--- src/rtl/muldiv_seq.sv ---
// Iterative RV64 multiply/divide sequencer: radix-2 shift-add MUL, restoring DIV/REM.
// Optional macro MULDIV_EARLY_OUT_EN ends MUL as soon as the remaining multiplier is zero.
module muldiv_seq #(
    parameter int WBSEL_WIDTH = 3,
    parameter int XLEN        = 64
) (
    input  logic                   clk,
    input  logic                   reset,
    input  logic                   req_valid,
    output logic                   req_ready,
    input  logic [2:0]             req_op,
    input  logic [XLEN-1:0]        req_a,
    input  logic [XLEN-1:0]        req_b,
    input  logic                   flush,
    output logic                   resp_valid,
    input  logic                   resp_ready,
    output logic [XLEN-1:0]        resp_data,
    output logic [WBSEL_WIDTH-1:0] resp_wbsel,
    output logic                   busy
);
    localparam int CW = $clog2(XLEN + 1);
    localparam logic [CW-1:0] LAST = CW'(XLEN);
    localparam logic [XLEN-1:0] MIN_NEG = {1'b1, {(XLEN-1){1'b0}}};

    typedef enum logic [1:0] {IDLE, MUL_RUN, DIV_RUN, DONE} state_t;

    state_t          state;
    logic [CW-1:0]   counter;
    logic [2:0]      op;
    logic [XLEN-1:0] acc, mcand, mplier;
    logic [XLEN-1:0] rem, quo, divisor;
    logic            neg_q, neg_r;

    logic            is_signed, is_div, is_rem, ge;
    logic [XLEN-1:0] a_mag, b_mag, rem_sub, quo_fix, rem_fix;
    logic [XLEN:0]   rem_sh;

    function automatic logic [WBSEL_WIDTH-1:0] wbsel_of(input logic [2:0] o);
        case (o)
            3'd0:       return WBSEL_WIDTH'(7);
            3'd1, 3'd2: return WBSEL_WIDTH'(5);
            3'd3, 3'd4: return WBSEL_WIDTH'(6);
            default:    return '0;
        endcase
    endfunction

    always_comb begin
        is_signed = (req_op == 3'd1) || (req_op == 3'd3);
        is_div    = (op == 3'd1) || (op == 3'd2);
        is_rem    = (op == 3'd3) || (op == 3'd4);
        a_mag     = (is_signed && req_a[XLEN-1]) ? -req_a : req_a;
        b_mag     = (is_signed && req_b[XLEN-1]) ? -req_b : req_b;
        // one restoring step: shift the quotient MSB into the partial remainder
        rem_sh    = {rem, quo[XLEN-1]};
        ge        = rem_sh >= {1'b0, divisor};
        rem_sub   = rem_sh[XLEN-1:0] - divisor;
        quo_fix   = neg_q ? -quo : quo;
        rem_fix   = neg_r ? -rem : rem;
    end

    always_ff @(posedge clk or posedge reset) begin
        if (reset) begin
            state      <= IDLE;
            counter    <= '0;
            op         <= '0;
            acc        <= '0;
            mcand      <= '0;
            mplier     <= '0;
            rem        <= '0;
            quo        <= '0;
            divisor    <= '0;
            neg_q      <= 1'b0;
            neg_r      <= 1'b0;
            resp_valid <= 1'b0;
            resp_data  <= '0;
            resp_wbsel <= '0;
            busy       <= 1'b0;
            req_ready  <= 1'b1;
        end else if (flush && state != IDLE) begin
            state      <= IDLE;
            resp_valid <= 1'b0;
            busy       <= 1'b0;
            req_ready  <= 1'b1;
        end else begin
            case (state)
                IDLE: if (req_valid && !flush) begin
                    op        <= req_op;
                    counter   <= '0;
                    busy      <= 1'b1;
                    req_ready <= 1'b0;
                    if (req_op == 3'd0) begin
                        state  <= MUL_RUN;
                        acc    <= '0;
                        mcand  <= req_a;
                        mplier <= req_b;
                    end else begin
                        // special cases park in DIV_RUN with the counter at its end,
                        // so the next edge finishes them with no sign fix
                        state   <= DIV_RUN;
                        divisor <= b_mag;
                        rem     <= '0;
                        quo     <= a_mag;
                        neg_q   <= is_signed && (req_a[XLEN-1] ^ req_b[XLEN-1]);
                        neg_r   <= is_signed && req_a[XLEN-1];
                        if (req_op > 3'd4) begin
                            quo     <= '0;
                            neg_q   <= 1'b0;
                            neg_r   <= 1'b0;
                            counter <= LAST;
                        end else if (req_b == '0) begin
                            quo     <= '1;
                            rem     <= req_a;
                            neg_q   <= 1'b0;
                            neg_r   <= 1'b0;
                            counter <= LAST;
                        end else if (is_signed && req_a == MIN_NEG && req_b == '1) begin
                            quo     <= req_a;
                            neg_q   <= 1'b0;
                            neg_r   <= 1'b0;
                            counter <= LAST;
                        end
                    end
                end
                MUL_RUN: begin
`ifdef MULDIV_EARLY_OUT_EN
                    if (mplier == '0) begin
`else
                    if (counter == LAST) begin
`endif
                        state      <= DONE;
                        resp_valid <= 1'b1;
                        resp_data  <= acc;
                        resp_wbsel <= wbsel_of(op);
                    end else begin
                        if (mplier[0]) acc <= acc + mcand;
                        mcand   <= mcand << 1;
                        mplier  <= mplier >> 1;
                        counter <= counter + 1'b1;
                    end
                end
                DIV_RUN: begin
                    if (counter == LAST) begin
                        state      <= DONE;
                        resp_valid <= 1'b1;
                        resp_data  <= is_div ? quo_fix : (is_rem ? rem_fix : '0);
                        resp_wbsel <= wbsel_of(op);
                    end else begin
                        rem     <= ge ? rem_sub : rem_sh[XLEN-1:0];
                        quo     <= {quo[XLEN-2:0], ge};
                        counter <= counter + 1'b1;
                    end
                end
                DONE: if (resp_ready) begin
                    state      <= IDLE;
                    resp_valid <= 1'b0;
                    busy       <= 1'b0;
                    req_ready  <= 1'b1;
                end
                default: state <= IDLE;
            endcase
        end
    end
endmodule
--- config.mk ---
export PLATFORM = sky130hd
export DESIGN_NAME = muldiv_seq
export DESIGN_NICKNAME = d
export VERILOG_FILES = /design/src/rtl/muldiv_seq.sv
export SDC_FILE = /design/constraint.sdc
export NUM_CORES = 2
export LEC_CHECK = 0
export BUFFER_PORTS_ARGS = -buffer_cell sky130_fd_sc_hd__buf_2
export CORE_MARGIN = 5
export CORE_UTILIZATION = 50
export DETAILED_ROUTE_END_ITERATION = 6
export PLACE_DENSITY = 0.71
export SYNTH_ARGS = -nofsm -noshare
export SYNTH_HDL_FRONTEND = slang
export SYNTH_SLANG_ARGS = --single-unit
--- constraint.sdc ---
create_clock -name clk -period 46.9 [get_ports clk]
set_input_delay 7.035 -clock clk [delete_from_list [all_inputs] [get_ports clk]]
set_output_delay 7.035 -clock clk [all_outputs]
set_load 0.01 [all_outputs]
# Yosys cells after proc, flatten, opt, wreduce, memory -nomap -nowiden
# Cells that the tools add are included.
# W data, S select, Z words.
[totals]
regBits = 468
latch_bits = 0
ram_bits = 0
mem_bits_ro = 0
in_bits = 136
word_cells = 155
memories = 0
[op_classes]
add_sub_neg = 7
n_mul = 0
n_div = 0
order_cmp = 2
n_eq_ne = 24
shift = 0
n_mux = 67
bitwise = 3
reduce_logical = 36
[op_table]
columns = ["op", "n"]
rows = [
  ["$mux W64", 30],
  ["$pmux W64 S2", 6],
  ["$neg A64 Y64", 4],
  ["$eq A64 B64 Y1 const B", 2],
  ["$ge A65 B64 Y1", 1],
  ["$add A64 B64 Y64", 1],
  ["$logic_not A64 Y1", 1],
  ["$sub A64 B64 Y64", 1],
  ["$mux W7", 6],
  ["$ne A2 B2 Y1 const B", 9],
  ["$reduce_and A3 Y1", 5],
  ["$mux W1", 14],
  ["$pmux W7 S2", 1],
  ["$reduce_and A4 Y1", 3],
  ["$mux W2", 5],
  ["$reduce_and A5 Y1", 2],
  ["$reduce_bool A2 Y1", 5],
  ["$eq A3 B2 Y1 const B", 3],
  ["$pmux W3 S3", 1],
  ["$add A7 B1 Y7 const B", 1],
  ["$eq A7 B7 Y1 const B", 1],
  ["$logic_and A1 B1 Y1", 7],
  ["$eq A3 B1 Y1 const B", 2],
  ["$logic_not A3 Y1", 2],
  ["other kinds (16)", 26],
]

# Longest topological paths before layout
[logic_depth]
ltp_word = 10
ltp_mapped = 16
mapped_depth_nobuf = 15

# Worst setup path after synthesis
# No wires, ideal clock.
[synth_timing]
path_type = "input -> register"
start = "input port req_a[44]"
end = "register quo[24]"
setup_ns = 0.135
arrival_time_ns = 9.841
t_required_ns = 46.765
path_slack_ns = 36.924
cell_stages = 12
cell_sequence = "or3_4 -> or4_1 -> or3_1 -> or2_1 -> or4_4 -> and2_4 -> buf_6 -> buf_2 -> nand2_1 -> xnor2_1 -> a221oi_1 -> o21ai_0"
[synth_via]
elab_chain_len = 9
[synth_lines]
columns = ["item", "line", "text"]
rows = [
  ["from (decl)", "12", "input logic [XLEN-1:0] req_a,"],
  ["$eq A64 B64 Y1", "116", "end else if (is_signed && req_a == MIN_NEG && req_b == '1) begin"],
  ["$logic_and A1 B1 Y1 (2 in a row)", "116", ""],
  ["$mux W64", "116", ""],
  ["$mux W64", "110", "end else if (req_b == '0) begin"],
  ["$mux W64", "105", "if (req_op > 3'd4) begin"],
  ["$mux W64", "91", "if (req_op == 3'd0) begin"],
  ["$mux W64", "86", "IDLE: if (req_valid && !flush) begin"],
  ["$pmux W64 S2", "85", "case (state)"],
  ["to (signal assigned)", "102", "quo <= a_mag;"],
  ["to (signal assigned)", "117", "quo <= req_a;"],
  ["to (signal assigned)", "149", "quo <= {quo[XLEN-2:0], ge};"],
  ["to (decl)", "31", "logic [XLEN-1:0] rem, quo, divisor;"],
]
# No other way between the ends. The select of a mux whose other input is x is not followed.
# A chain may end at the register's enable or synchronous reset.

# Worst setup path after layout
[layout_timing]
start = "input port req_b[15]"
end = "register quo[50]"
[layout_via]
elab_chain_len = 8
elab_cells_between_ends = 9
cone_classes = "eq/ne (1); mux (6); reduce/logical (2)"
[layout_lines]
columns = ["item", "line", "text"]
rows = [
  ["from (decl)", "13", "input logic [XLEN-1:0] req_b,"],
  ["$eq A64 B64 Y1", "116", ""],
  ["$logic_and A1 B1 Y1", "116", ""],
  ["$mux W64", "116", ""],
  ["$mux W64 *", "110", ""],
  ["$mux W64 *", "105", ""],
  ["$mux W64 *", "91", ""],
  ["$mux W64 *", "86", ""],
  ["$pmux W64 S2 *", "85", ""],
]
# Every way passes the cells marked *; elsewhere a longest branch is shown, timed or not. The select of a mux whose other input is x is not followed.

==> flow_summary.toml <==
[outcome]
outcome = "complete, but fails checks"
violations = "design-rule violations"

[pwr]
peakVddDrop_v = 0.0000564
total_power_mw = 3.15
p_leak_nw = 15.9
power.density_mw_per_mm2 = 83.3

[cts]
cts_setup_buffers = 0
clk_latency_ns = 0.64
clock-sinks = 468
cts_buffers = 54
hold_buffers = 0
path_clk_slew_ns = 0.06
cts_tree = "yes"
clockRootBuffer = "clkbuf_16"
cts_max_path_buffers = 3
htree_levels = 2
post_cts_resized = 0

[drt]
drcViolationCount = 1
totalWireLength_mm = 109
vias = 31787
vias_per_cell = 6.14
initialDrtViolationCount = 3146
firstDrtPassIters = 7
ant_nets = 0
wl_per_cell_um = 21.1

[critical_path]
critPathCaptureType = "flip-flop"
critPathLaunchType = "input pin"
rrSetupSlack_ns = 42.34
r2r_cells = 13
worstPathArrival_ns = 11.45
critPathMaxFanout = 37
criticalPathCategory = "input pin to flip-flop"
rr_endpoint = "rem[8]"
r2r-start = "rem[7]"
cp.required_ns = 47.44

[final_layout]
layout_commonest_cell = "nand2_1"
nets = 4513
final_core_util = 0.553
layout_common_cells = "nand2_1 (500), o21ai_0 (474), dfrtp_1 (465)"
area_delta_synth_final_pct = 10.2
fin_cells = 5179
drive_gt1_frac = 0.0986
post-route-cell-area_mm2 = 0.0378

[floorplan]
io_pins = 206
num_rows = 96
coreArea_mm2 = 0.0682
dieArea_mm2 = 0.0738
die_w_um = 272
fp.dieH_um = 272
start_util = 0.502

[sta]
tightest_slew_ns = 1.08
fin_crit_ns = 10.91
holdWs_ns = 0.470
max_freq_mhz = 91.6
setup-violations-final = 0
final.setup.tns_ns = 0
finalClockSkew_ns = 0.0408
rsz0062_at_grt = "no"
fin_ws_ns = 35.99
drv_slew = 0
slew_headroom = 0.279
timing.final.crit_share = 0.233
finalHoldViolations = 0

[logic_synthesis]
synth_fp_nets = 4475
synth.distinct_cells = 84
synth_mux_area_frac = 0.0429
synth-edff-count = 0
syn_inst = 4199
synthSimpleGateAreaFrac = 0.170
ys_ff_latch = 468
synth_compound_area_frac = 0.256
synthFlopType = "dfrtp_1"
yosys_warnings = 0
syn_area_per_cell_um2 = 8.16
synthArstFlopShare = 1.00
seq_area_frac_synth = 0.342
synth-xor-area-share = 0.0941
yosys.area_share.adder = 0.0516
synth_top_family_by_area = "compound AO/OA/AOI/OAI gates"
synth.cell_area_mm2 = 0.0342

[place]
dp_cells = 5063
place_ws_ns = 35.45
port_buffers = 205
postPlaceCellArea_mm2 = 0.0358
gp_congestion = 0.962
place_hpwl_mm = 82.2

[global_route]
grt_first_pass_wirelength_mm = 171
grt_max_degree = 154
antenna_found_initial = 13
overflow = 0
grt_pass1_vias = 29408
grt_usage = 0.287

[job]
cap_violations = 0

[hold_path]
min_from = "resp_data[43]"
hp-class = "flip-flop to flip-flop"
holdPathStages = 2
holdPathEnd = "resp_data[43]"
kinds of logic after synthesis:
family                   count (synthesis)
flip-flops                             468
multiplexers                           146
XOR/XNOR                               368
adder cells (fa/ha/maj)                140
AO/OA/AOI/OAI                         1412
buffers and inverters                  389
AND/OR/NAND/NOR                       1276
registers in the layout, summed over array words and instances (netlist names):
name,flops
quo,64
resp_data,64
busy,1
rem,64
counter,7
neg_r,1
req_ready,1
resp_valid,1
acc,64
state,2
mcand,64
neg_q,1
mplier,64
op,3
resp_wbsel,3
divisor,64
power by group:
group	internal [mW]	total [mW]	switching, mW
sequential	0.584	0.785	0.200
clock	0.280	0.464	0.185
combinational	0.715	1.90	1.18
how the worst max path moves through the flow:
| stage | startpoint | to | slack, ns |
|---|---|---|---|
| floorplan | reset | acc[0] | 26.81 |
| global placement | req_b[15] | rem[31] | 35.53 |
| detailed placement | req_b[15] | quo[22] | 35.45 |
| CTS | req_b[15] | quo[34] | 36.10 |
| global route | req_b[15] | quo[30] | 35.69 |
| finish | req_b[15] | quo[50] | 35.99 |
metal layers:
layer / track usage / share of wire / vias up
li1: - / - / 15230
met2: 0.432 / 0.43 / 1278
met3: 0.0448 / 0.086 / 169
met4: 0.0839 / 0.030 / 0
met5: 0 / 0 / -
met1: 0.429 / 0.45 / 15110
cell usage after synthesis (8+ instances only):
master      n  share of area
o21a_1     15         0.0033
o41ai_1    31         0.0079
buf_1      20         0.0022
nor2b_1    17         0.0031
nand2_1   500          0.055
nor3_1     60         0.0088
a22oi_1    16         0.0035
nor4_1     25         0.0046
a21o_1     79          0.017
mux2i_1   141          0.041
o31a_1      8         0.0020
clkbuf_1  228          0.025
o221ai_1   30         0.0077
or2_2      11         0.0020
nand3_1    64         0.0094
and2_1     19         0.0035
and3_1     33         0.0060
or4_1      25         0.0055
dfrtp_1   467           0.34
nor2_1    369          0.040
a21oi_1   377          0.055
or3_1      37         0.0068
o21ai_0   475          0.069
o21bai_1   28         0.0061
a31oi_1    32         0.0058
o31ai_1    76          0.017
xor2_1    156          0.040
inv_1     129          0.014
a221oi_2   21         0.0092
a221oi_1   73          0.019
o211ai_1   20         0.0044
nand2b_1   30         0.0055
xnor2_1   212          0.054
nand3b_1    8         0.0018
o21ai_1    46         0.0067
a211oi_1   15         0.0033
nand4_1    49         0.0090
a21boi_0   11         0.0024
ha_1      138          0.050
critical path, cell delays in order:
cell and delay (ns):
buf_2 0.13, or4_1 0.61, nor4_2 0.32, nor4b_2 0.31, nand2_1 0.19, nor4_2 0.48
nand3_1 0.58, nor2_4 0.92, buf_4 0.55, a221oi_1 0.10, o21ai_0 0.19
cell type report:
| class | instances | area, um^2 |
|---|---|---|
| clock inverters | 27 | 378 |
| multi-input cells | 3342 | 21100 |
| fillers | 6394 | 30500 |
| diodes | 16 | 40.0 |
| flip-flops and latches | 468 | 11700 |
| inverters | 130 | 495 |
| clock buffers | 73 | 1570 |
| well taps | 882 | 1100 |
| repair buffers | 241 | 1310 |
(Power assumes the default switching activity.)
